--- config.mk ---
export PLATFORM = sky130hd
export DESIGN_NAME = fa_bh
export DESIGN_NICKNAME = d
export VERILOG_FILES = /design/src/rtl/fa_pkg.sv /design/src/rtl/fa_cell.sv /design/src/rtl/fa_bh.sv
export SDC_FILE = /design/constraint.sdc
export NUM_CORES = 1
export LEC_CHECK = 0
export CAP_MARGIN = 20
export CELL_PAD_IN_SITES_DETAIL_PLACEMENT = 1
export CELL_PAD_IN_SITES_GLOBAL_PLACEMENT = 2
export CORE_AREA = 4 4 41 43
export CTS_BUF_LIST = sky130_fd_sc_hd__clkbuf_16
export CTS_CLUSTER_SIZE = 40
export DETAILED_ROUTE_END_ITERATION = 10
export DIE_AREA = 0 0 45 47
export GPL_TIMING_DRIVEN = 1
export PLACE_DENSITY_LB_ADDON = 0.1
export SYNTH_ARGS = -nofsm -noshare
export SYNTH_HDL_FRONTEND = slang
export SYNTH_SLANG_ARGS = --single-unit
--- constraint.sdc ---
create_clock -name clk -period 1.65 [get_ports clk]
set_input_delay 0.33 -clock clk [delete_from_list [all_inputs] [get_ports clk]]
set_output_delay 0.33 -clock clk [all_outputs]
set_load 0.02 [all_outputs]
--- src/rtl/fa_pkg.sv ---
`default_nettype none
// ============================================================================
// Module      : fa_pkg
// Description : Shared constants for the registered ripple-carry adder.
// Revision    : 1.0 - initial release
// ============================================================================
package fa_pkg;

    localparam int c_WIDTH_DEFAULT = 1;
    localparam int c_WIDTH_MIN     = 1;
    localparam int c_WIDTH_MAX     = 64;

endpackage : fa_pkg
`default_nettype wire

--- src/rtl/fa_cell.sv ---
`default_nettype none
// ============================================================================
// Module      : fa_cell
// Description : One-bit combinational full adder.
// Revision    : 1.0 - initial release
// ============================================================================
module fa_cell (
    output logic s,
    output logic c,
    input  logic a,
    input  logic b,
    input  logic cin
);

    logic w_axb;

    assign w_axb = a ^ b;
    assign s     = w_axb ^ cin;
    assign c     = (a & b) | (cin & w_axb);

endmodule : fa_cell
`default_nettype wire

--- src/rtl/fa_bh.sv ---
`default_nettype none
// ============================================================================
// Module      : fa_bh
// Description : WIDTH-bit ripple-carry adder with a single output register.
// Revision    : 1.0 - initial release
// ============================================================================
module fa_bh
    import fa_pkg::*;
#(
    parameter int WIDTH = c_WIDTH_DEFAULT
) (
    output logic [WIDTH-1:0] s,
    output logic             c,
    input  logic [WIDTH-1:0] a,
    input  logic [WIDTH-1:0] b,
    input  logic             cin,
    input  logic             clk,
    input  logic             rst_n,
    input  logic             in_valid,
    output logic             out_valid
);

    logic [WIDTH:0]   w_carry;
    logic [WIDTH-1:0] w_sum;
    logic [WIDTH-1:0] r_s;
    logic             r_c;
    logic             r_out_valid;

    if (WIDTH < c_WIDTH_MIN || WIDTH > c_WIDTH_MAX) begin : g_bad_width
        $error("fa_bh: WIDTH out of range");
    end

    assign w_carry[0] = cin;

    for (genvar i = 0; i < WIDTH; i++) begin : g_cell
        fa_cell u_fa_cell (
            .s   (w_sum[i]),
            .c   (w_carry[i+1]),
            .a   (a[i]),
            .b   (b[i]),
            .cin (w_carry[i])
        );
    end

    // Result only loads on accepted operands so garbage on idle cycles never reaches s/c.
    always_ff @(posedge clk or negedge rst_n) begin
        if (!rst_n) begin
            r_s         <= '0;
            r_c         <= 1'b0;
            r_out_valid <= 1'b0;
        end else begin
            r_out_valid <= in_valid;
            if (in_valid) begin
                r_s <= w_sum;
                r_c <= w_carry[WIDTH];
            end
        end
    end

    assign s         = r_s;
    assign c         = r_c;
    assign out_valid = r_out_valid;

endmodule : fa_bh
`default_nettype wire

### Yosys cells after proc, flatten, opt, wreduce, memory -nomap -nowiden

Index checks and enable logic that the tools add are counted.

| word-level totals | value |
|---|---|
| register bits | 3 |
| input bits | 6 |
| word-level logic and storage cells | 8 |

| cells by class | value |
|---|---|
| bitwise operators | 5 |

Operator list:

| kind | number |
|---|---|
| $and A1 B1 Y1 | 2 |
| $xor A1 B1 Y1 | 2 |
| $or A1 B1 Y1 | 1 |

### Longest topological paths before layout

| logic depth | value |
|---|---|
| depth after elaboration | 3 |
| depth in mapped cells | 2 |
| depth with buffers taken out | 2 |

### Hierarchy

From an unflattened synthesis, not the netlist that was laid out.

| unflattened totals | value |
|---|---|
| cells, all modules | 6 |
| area, all modules | 117.6 µm² |

Modules (own cells, without submodules):

| module | times used | cells each | area an instance (µm²) | sequential area each (µm²) |
|---|---|---|---|---|
| fa_bh | 1 | 5 | 97.6 | 75.1 |
| fa_cell | 1 | 1 | 20.0 | 0.0 |

### Worst setup path after synthesis

Ideal clock, no wire load.

| timing path | value |
|---|---|
| kind | input -> register |
| start point | in a |
| end point | reg r_s (netlist: s) |
| library setup time | 0.125 ns |
| arrival time | 1.031 ns |
| required time | 1.525 ns |
| setup slack | 0.494 ns |
| stages | 2 |
| path buffers | 0 |
| cells stage by stage | fa_1 mux2_2 |

| on the way | value |
|---|---|
| cells in the longest elaborated chain, start to end | 2 |

RTL lines:

| what | line | text |
|---|---|---|
| start: declaration | fa_bh.sv:14 | `input logic [WIDTH-1:0] a,` |
| $xor A1 B1 Y1 | fa_cell.sv:17 | `assign w_axb = a ^ b;` |
| $xor A1 B1 Y1 | fa_cell.sv:18 | `assign s = w_axb ^ cin;` |
| end signal: assignment | fa_bh.sv:54 | `r_s <= w_sum;` |
| end: declaration | fa_bh.sv:25 | `logic [WIDTH-1:0] r_s;` |

No other way between the ends.
A chain may end at the register's enable or synchronous reset.

### Worst setup path after layout

| timing path | value |
|---|---|
| start point | reg r_c (netlist: c) |
| end point | out c |

RTL lines:

| what | line | text |
|---|---|---|
| start: declaration | fa_bh.sv:26 | `logic r_c;` |
| start signal: assignment | fa_bh.sv:55 | `r_c <= w_carry[WIDTH];` |
| end: declaration | fa_bh.sv:13 | `output logic c,` |

No word-level cell between the ends.

==> flow_summary.toml <==
[global_routing]
overflow = 0
grt_pass1_vias = 120
antenna_found_initial = 0
grt_pass1_wl_um = 552
grt_use_total_pct = 4.905
grt_max_degree = 4

[critical_path]
cp_top_family = "buffers and inverters"
endpoint_kind = "primary output"
cp_max_fo = 2
arrival_ns = 1.17
critical_path_class = "flop to primary output"
cp_slowest_cell = "clkdlybuf4s50_1"
crit_buf_inv = 1
cp.required_ns = 1.32
worstSetupStartpointType = "flop"
ff2ff_setup_slack_ns = 0.90
path_cells = "clkdlybuf4s50_1"
slowest_delay_ns = 0.61

[sta]
final_hold_viol_count = 0
slew_headroom_pct = 85.30
worstMarginPinSlew_ns = 0.2198
max_freq_mhz = 666.9
finalMaxSlewViolations = 0
fin_tns_setup_ns = 0
finalSetupViolations = 0
whs_ns = 0.2948
finalCritPeriodShare_pct = 90.87
setup_ws_ns = 0.1506
fin_skew_ns = 0
min_period_ns = 1.499
rsz0062_at_grt = "false"

[logic_synthesis]
ys_top_cells_by_area = "dfrtp_1 (64%), mux2_2 (19%), fa_1 (17%)"
ys_types = 3
synth-seq-area-share_pct = 63.83
yosysWarnings = 0
syn_avg_cell_area_um2 = 19.60
synth_fp_nets = 13
yosysTopAreaCell = "dfrtp_1"
netlist_area_um2 = 117.6
synth_top_area_share_pct = 63.83
ys_ff_latch = 3
netlist_instances = 6

[finish]
fin_util_pct = 22.69
syn2layout_area_growth_pct = 151.1
fin_nets = 26
diodes = 0
stdcell_area_um2 = 295.3
drive_gt1_share_pct = 27.78
nFillCells = 154
layout.cells.non_filler = 33

[clock_tree]
holdBufCountCts = 0
insertion_delay_ns = 0.22
numCtsBuffers = 3
clk_pin_slew_ns = 0.03
cts_tree = "yes"
h-tree-depth = 1
cts.sinks = 3
clk_path_buf_depth = 2
cts_setup_buffers = 0
cts_resized = 0
cts_root_buf = "clkbuf_16"

[pwr]
power_density_nw_per_um2 = 1760
ir_drop_mv = 0.4108
power.total_mw = 0.5196
leakagePower_nw = 0.1238

[die]
dieHeight_um = 47
die_x_um = 45
core_area_um2 = 1301
pin_count = 9
die-area_um2 = 2115
start_util_pct = 9.038
fp-row-count = 13

[placement]
place.gp.congestion = 0.5568
io_buffers = 8
dp_cells = 29
pre_cts_ws_ns = 0.01477
place_area_um2 = 216.5

[detailed_routing]
drc = 0
drtIter0Drc = 0
postRouteAntennaNets = 0
drt_first_pass_iters = 1
wl_per_cell_um = 10.33
vias = 97
vias_per_cell = 2.939
routed_wl_um = 341

[min_path]
hold_path.class = "primary input to async pin"

[job]
drv_cap = 0

[run_status]
status = "finished, final reports clean"
## final timing paths
kind | endpoint | cells after the start | from
max | c | 1 | c$_DFFE_PN0P_
max in group asynchronous | c$_DFFE_PN0P_ | 1 | rst_n
min in group clk | s$_DFFE_PN0P_ | 1 | s$_DFFE_PN0P_
min | s$_DFFE_PN0P_ | 1 | rst_n
max reg2reg | c$_DFFE_PN0P_ | 1 | c$_DFFE_PN0P_
min reg2reg | s$_DFFE_PN0P_ | 1 | s$_DFFE_PN0P_
## synth_stat cells
| cell | n |
|---|---|
| dfrtp_1 | 3 |
| fa_1 | 1 |
| mux2_2 | 2 |
## power breakdown
group | leakage [nW] | internal [mW] | switching [mW]
Sequential | 0.0350 | 0.0834 | 0.00413
Combinational | 0.0465 | 0.0338 | 0.0234
Clock | 0.0423 | 0.312 | 0.0628
Total | 0.124 | 0.429 | 0.0903
## flip-flops by register name, summed over array words and instances, names as in the netlist
register,cells
c,1
out_valid,1
s,1
## cells by family after synthesis
logic type                 Yosys count  synth area share, %
DFF                                  3                63.83
muxes                                2                19.15
adders and majority gates            1                17.02
## cell usage in the layout (no fill, tap or decap), drive strengths merged
master / netlist / final
dfrtp: 3 / 3
fa: 1 / 1
clkdlybuf4s50: 0 / 8
inv: 0 / 1
mux2: 2 / 2
clkbuf: 0 / 3
## final cells by class
type                       count  area (um2)  area share, %
sequential                     3       75.07          25.42
multi-input combinational      3       42.54          14.41
clock buffer                   3       75.07          25.42
tap                           15       18.77          6.356
timing repair buffer           8       80.08          27.12
clock inverter                 1       3.754          1.271
## layer usage
metal,routed length (um),track usage [%],up-vias
met4,23,8.772,0
met2,123,5.085,10
li1,-,-,44
met1,124,3.653,41
met5,0,0,-
met3,69,4.981,2
Power figures use the tool's default switching activity.
